[src/rtl/phy_rx_sync_ctrl.sv]
// phy_rx_sync_ctrl: byte-level link synchronisation for the PHY receive path.
// Hunts for LOCK_COUNT consecutive COM symbols, then forwards payload bytes
// (COM/IDLE stripped) until UNLOCK_COUNT consecutive empty cycles drop lock.
//
// Handshake: valid qualifies in for exactly the cycle it is high; there is no
// backpressure. valid_out qualifies out for exactly one cycle per forwarded
// byte, one cycle after that byte was sampled; out holds when valid_out=0.
module phy_rx_sync_ctrl #(
  parameter logic [7:0] COM_SYM      = 8'hBC,
  parameter logic [7:0] IDLE_SYM     = 8'h7C,
  parameter int         LOCK_COUNT   = 4,
  parameter int         UNLOCK_COUNT = 3
) (
  input  logic       clk4f,
  input  logic       reset,
  input  logic [7:0] in,
  input  logic       valid,
  output logic [7:0] out,
  output logic       valid_out,
  output logic       active,
  output logic [1:0] state,
  output logic [3:0] com_cnt,
  output logic [3:0] err_cnt,
  output logic [7:0] lock_loss_cnt
);

  typedef enum logic [1:0] {
    ST_RESET  = 2'd0,
    ST_SEARCH = 2'd1,
    ST_ALIGN  = 2'd2,
    ST_ACTIVE = 2'd3
  } state_t;

  localparam logic [3:0] LOCK_CNT4   = 4'(LOCK_COUNT);
  localparam logic [3:0] UNLOCK_CNT4 = 4'(UNLOCK_COUNT);

  state_t     r_state;
  logic [7:0] r_out;
  logic       r_valid_out;
  logic       r_active;
  logic [3:0] r_com_cnt;
  logic [3:0] r_err_cnt;
  logic [7:0] r_lock_loss_cnt;

  logic       w_is_com;
  logic       w_is_idle;
  logic [3:0] w_com_inc;
  logic [3:0] w_err_inc;

  // Symbol decode and next counter values shared by the FSM.
  always_comb begin
    w_is_com  = valid && (in == COM_SYM);
    w_is_idle = valid && (in == IDLE_SYM);
    w_com_inc = r_com_cnt + 4'd1;
    w_err_inc = r_err_cnt + 4'd1;
  end

  // Sync FSM with all outputs registered; active mirrors entry/exit of ACTIVE.
  always_ff @(posedge clk4f) begin
    if (reset) begin
      r_state         <= ST_RESET;
      r_out           <= 8'h00;
      r_valid_out     <= 1'b0;
      r_active        <= 1'b0;
      r_com_cnt       <= 4'd0;
      r_err_cnt       <= 4'd0;
      r_lock_loss_cnt <= 8'h00;
    end else begin
      case (r_state)
        ST_RESET: begin
          r_state     <= ST_SEARCH;
          r_valid_out <= 1'b0;
          r_active    <= 1'b0;
          r_com_cnt   <= 4'd0;
          r_err_cnt   <= 4'd0;
        end

        ST_SEARCH: begin
          r_valid_out <= 1'b0;
          if (w_is_com) begin
            if (LOCK_CNT4 == 4'd1) begin
              r_state   <= ST_ACTIVE;
              r_active  <= 1'b1;
              r_com_cnt <= 4'd0;
              r_err_cnt <= 4'd0;
            end else begin
              r_state   <= ST_ALIGN;
              r_com_cnt <= 4'd1;
            end
          end else begin
            r_com_cnt <= 4'd0;
          end
        end

        ST_ALIGN: begin
          r_valid_out <= 1'b0;
          if (w_is_com) begin
            if (w_com_inc == LOCK_CNT4) begin
              r_state   <= ST_ACTIVE;
              r_active  <= 1'b1;
              r_com_cnt <= 4'd0;
              r_err_cnt <= 4'd0;
            end else begin
              r_com_cnt <= w_com_inc;
            end
          end else begin
            r_state   <= ST_SEARCH;
            r_com_cnt <= 4'd0;
          end
        end

        ST_ACTIVE: begin
          if (valid) begin
            r_err_cnt <= 4'd0;
            if (w_is_com || w_is_idle) begin
              r_valid_out <= 1'b0;
            end else begin
              r_out       <= in;
              r_valid_out <= 1'b1;
            end
          end else begin
            r_valid_out <= 1'b0;
            if (w_err_inc == UNLOCK_CNT4) begin
              r_state   <= ST_SEARCH;
              r_active  <= 1'b0;
              r_err_cnt <= 4'd0;
              if (r_lock_loss_cnt != 8'hFF) begin
                r_lock_loss_cnt <= r_lock_loss_cnt + 8'd1;
              end
            end else begin
              r_err_cnt <= w_err_inc;
            end
          end
        end

        default: begin
          r_state <= ST_RESET;
        end
      endcase
    end
  end

  assign out           = r_out;
  assign valid_out     = r_valid_out;
  assign active        = r_active;
  assign state         = r_state;
  assign com_cnt       = r_com_cnt;
  assign err_cnt       = r_err_cnt;
  assign lock_loss_cnt = r_lock_loss_cnt;

endmodule
[config.mk]
export PLATFORM = sky130hd
export DESIGN_NAME = phy_rx_sync_ctrl
export DESIGN_NICKNAME = d
export VERILOG_FILES = /design/src/rtl/phy_rx_sync_ctrl.sv
export SDC_FILE = /design/constraint.sdc
export NUM_CORES = 1
export LEC_CHECK = 0
export CORE_ASPECT_RATIO = 1.75
export CORE_MARGIN = 1.5
export CORE_UTILIZATION = 45
export DETAILED_ROUTE_END_ITERATION = 16
export GPL_TIMING_DRIVEN = 1
export MAX_ROUTING_LAYER = met4
export PLACE_DENSITY = 0.73
export SKIP_CTS_REPAIR_TIMING = 1
export SYNTH_ARGS = -nofsm -noshare
export SYNTH_HDL_FRONTEND = slang
export SYNTH_SLANG_ARGS = --single-unit
[constraint.sdc]
create_clock -name clk4f -period 2.3 [get_ports clk4f]
set_clock_uncertainty 0.05 [all_clocks]
set_input_delay 0.46 -clock clk4f [delete_from_list [all_inputs] [get_ports clk4f]]
set_output_delay 0.46 -clock clk4f [all_outputs]
set_load 0.1 [all_outputs]
==> Yosys cells after proc, flatten, opt, wreduce, memory -nomap -nowiden <==
Index checks and enable logic that the tools add are counted.
{ "totals": {"elab_cells": 61, "register_bits": 28, "output_inout_bits": 28, "in_bits": 11} }
{ "classes": {"n_eq_ne": 14, "add_sub_neg": 3, "bitwise_logic": 2, "n_reduce_logical": 12, "mux": 23} }
{ "op_table": {"columns": ["op", "n"], "rows": [
  ["$mux 4", 6],
  ["$pmux 4 s3", 2],
  ["$mux 2", 5],
  ["$ne 2x2->1 const B", 5],
  ["$add 4x1->4 const B", 2],
  ["$add 8x1->8 const B", 1],
  ["$eq 8x7->1 const B", 1],
  ["$eq 8x8->1 const B", 1],
  ["$ne 8x8->1 const B", 1],
  ["$pmux 2 s4", 1],
  ["$reduce_and 4->1", 2],
  ["$mux 1", 7],
  ["$reduce_and 3->1", 2],
  ["$reduce_bool 3->1", 2],
  ["$reduce_and 5->1", 1],
  ["$eq 2x2->1 const B", 2],
  ["$eq 4x2->1 const B", 1],
  ["$eq 4x3->1 const B", 1],
  ["$ne 3x3->1 const B", 1],
  ["$pmux 1 s3", 1],
  ["$reduce_or 3->1", 1],
  ["$eq 2x1->1 const B", 1],
  ["$logic_and 1x1->1", 2],
  ["$logic_not 2->1", 1],
  ["other kinds (3)", 4]
]} }

==> Longest topological paths before layout <==
{ "depth": {"word_depth": 6, "mapped_depth": 7, "mapped_depth_nobuf": 7} }

==> Worst setup path after synthesis <==
Ideal clock, no wire load.
{ "synth_path": {"path_type": "flip-flop to flip-flop", "startpoint": "register r_err_cnt[1] (netlist: err_cnt[1])", "endpoint": "register r_state[0] (netlist: state[0])", "t_arrival_ns": 2.550, "path_slack_ns": -0.424, "n_path_buf": 0, "setup_time_ns": 0.123, "synth_period_minus_slack_ns": 2.724, "required_ns": 2.127, "stages_incl_launch_ff": 7, "cell_sequence": "dfxtp_1 > ha_1 > or2b_1 > and4bb_4 > o22ai_2 > a31oi_1 > mux2_1"} }
{ "synth_between": {"elab_chain_cells": 4} }
{ "synth_lines": {"columns": ["element", "line_no", "source"], "rows": [
  ["start, declared", "42", "logic [3:0] r_err_cnt;"],
  ["start signal, assigned", "131", "r_err_cnt <= w_err_inc;"],
  ["$add 4x1->4", "55", "w_err_inc = r_err_cnt + 4'd1;"],
  ["$eq 4x2->1", "123", "if (w_err_inc == UNLOCK_CNT4) begin"],
  ["$ne 2x2->1 (no source line)", null, null],
  ["$reduce_and 4->1 (no source line)", null, null],
  ["end signal, assigned", "61", "r_state <= ST_RESET;"],
  ["end signal, assigned", "124", "r_state <= ST_SEARCH;"],
  ["end signal, assigned", "137", "r_state <= ST_RESET;"],
  ["end, declared", "37", "state_t r_state;"]
]} }
Every way passes these cells.
A chain may end at the register's enable or synchronous reset.

==> Worst setup path after layout <==
{ "layout_path": {"startpoint": "register r_err_cnt[0] (netlist: err_cnt[0])", "endpoint": "register r_state[0] (netlist: state[0])"} }
Same word-level chain as after synthesis.

==> flow_summary.toml <==
[grt]
grt_pass1_vias = 1397
grtUsageMet1_pct = 20.1
grt_max_degree = 24
overflow = 0
grt_busiest_layer = "met2"
antenna_found_initial = 0
grt_pass1_wl_um = 6020
grt_usage_pct = 19.0
gr-usage-met2_pct = 37.8
use_met3_pct = 1.80

[clock_tree]
cts_buffers = 3
clk_path_buf_depth = 2
cts.sinks = 28
clk_latency_ns = 0.27
cts_tree = "built"
h-tree-depth = 1
cts_root_buffer = "clkbuf_8"
path_clk_slew_ns = 0.10

[final_layout]
post-route-util_pct = 61.0
area_delta_synth_final_pct = 28.5
drive_gt1_share_pct = 25.1
nets = 245
fin_cells = 268
diodes = 0

[routing]
drtIter0Drc = 35
drt_wl_total_um = 3540
vias = 1425
drc_errors = 0
dr.pass1.iters = 4
viasPerCell = 5.32
wl_per_cell_um = 13.2
antenna_left = 0

[yosys]
synth_nets = 200
yosysUniqueCellTypes = 46
synthesis.area_mm2 = 0.00163
synth_area_per_cell_um2 = 9.11
synth_largest_area_cell = "dfxtp_1"
async_reset_ff_share_pct = 0
synth_flop_cell = "dfxtp_1"
ys_ff_latch = 28
netlist_instances = 179
synth_common_cells = "dfxtp_1 (28), nor2_1 (22), nand2_1 (13), ha_1 (10), mux2i_1 (10)"
synth_warnings = 0
yosysTopAreaCellShare_pct = 34.4
synth_seq_area_share_pct = 34.4
ys_top_cells_by_area = "dfxtp_1 (34%), ha_1 (7.7%), mux2i_1 (6.1%)"
synth-edff-count = 0
yosysMostFrequentCell = "dfxtp_1"

[worst_setup_path]
critPathCaptureType = "flop"
required_ns = 2.42
crit_path_start_kind = "flop"
cp_data_arrival_time_ns = 2.20
worstPathMaxFanout = 7
critPathSlowestCell = "dfxtp_2"
critical_path.max_stage_delay_ns = 0.37
worst-setup-path-type = "reg -> reg"
crit_chain = "inv_1 > ha_1 > or2b_1 > and4bb_4 > o22ai_2 > a31oi_1 > mux2_1"

[placement]
post-place-cells = 264
gp_congestion = 0.765
dp.final_hpwl_um = 2700
portBuffers = 38

[floorplanning]
die_h_um = 82.6
io_pins = 39
core-area_mm2 = 0.00343
rows = 28
start_util_pct = 47.5
die_w_um = 48.5
dieArea_mm2 = 0.00401

[sta]
finalMaxSlewViolations = 0
setup_tns_ns = 0
tightest_slew_ns = 0.500
setup_violations = 0
fmax_ghz = 0.480
rsz0062_at_grt = "no"
whs_ns = 0.455
fin_crit_ns = 2.08
hold_viol_final = 0
min_period_over_period_pct = 90.6
slew_headroom_pct = 66.6

[power_and_ir_drop]
powerDensity_mw_per_mm2 = 617
ir_drop_mv = 0.358
p_leak_nw = 0.807

[worst_hold_path]
hp-class = "reg -> reg"

[job]
cap_violations = 0

[run_status]
outcome = "complete, no violations"
-- final cells by class --
class / instances / area, µm²
clock inverter: 1 / 30.0
multi-input combinational: 140 / 1020
fill: 351 / 1340
timing repair buffer: 44 / 355
clock buffer: 3 / 41.3
sequential: 28 / 568
tap: 45 / 56.3
inverter: 7 / 26.3
-- cell usage in the layout (no fill, tap or decap), types with 2 or more instances in the layout --
master / Yosys / final
buf_4: 0 / 34
nor2_1: 22 / 22
dfxtp_1: 28 / 22
nand2_1: 13 / 13
mux2i_1: 10 / 10
ha_1: 10 / 10
clkdlybuf4s50_1: 0 / 10
nand3_1: 8 / 8
nor4_1: 8 / 8
inv_1: 7 / 7
a21oi_1: 7 / 7
xnor2_1: 6 / 6
nand2b_1: 6 / 6
dfxtp_2: 0 / 6
nor3_1: 5 / 5
nor2b_1: 4 / 4
nand3b_1: 4 / 4
a31oi_1: 4 / 4
and3_1: 3 / 3
clkbuf_8: 1 / 3
nor3_2: 2 / 2
nand4_1: 2 / 2
or3_1: 2 / 2
-- flip-flops by register name (all words and copies together) (netlist names) --
name,flops
state,2
lock_loss_cnt,8
active,1
valid_out,1
err_cnt,4
com_cnt,4
out,8
-- cell families after synthesis --
kind of cell	synth area share (%)
AOI/OAI and AO/OA	12.3
xor gates and xnor gates	3.22
adders and majority gates	7.67
buffers and inverters	3.22
DFF	34.4
muxes	6.83
and+or+nand+nor	32.4
-- final timing paths --
| path | end | slack (ns) | start | cells past startpoint |
|---|---|---|---|---|
| hold / removal | out[1] | 0.45 | out[1] | 2 |
| hold reg to reg | out[1] | 0.45 | out[1] | 2 |
| setup / recovery | state[0] | 0.22 | err_cnt[0] | 7 |
| setup reg to reg | state[0] | 0.22 | err_cnt[0] | 7 |
-- metrics by stage --
step | setup WS [ns] | power, W | area (µm²)
final | 0.217 | 0.00129 | 2090
after detailed placement | 0.00250 | 0.000916 | 2020
after floorplan | -0.0842 | 0.000821 | 1640
after CTS | 0.210 | 0.00130 | 2090
after global placement | 0.0287 | 0.000909 | 2020
after global routing | 0.0966 | 0.00135 | 2090
-- worst max-delay path, delay by kind of cell, from the launching register on --
kind                       cells  cell delay [ns]
AOI/OAI and AO/OA              2             0.34
adders and majority gates      1             0.18
buffers and inverters          1             0.08
DFF                            1             0.37
muxes                          1             0.35
and+or+nand+nor                2             0.61
-- per-layer routing --
metal  up-vias  share of wire (%)
li1        724                  -
met1       669                 42
met2        30                 54
met3         2                3.3
met4         0               0.59
met5         -                  0
-- power by group --
group,total [W],internal [W],switching [W]
clock,0.000384,0.000233,0.000151
combinational,0.000382,0.000121,0.000261
sequential,0.000526,0.000504,0.0000225
total,0.00129,0.000857,0.000434
No activity file was read; power rests on OpenSTA's default activity.
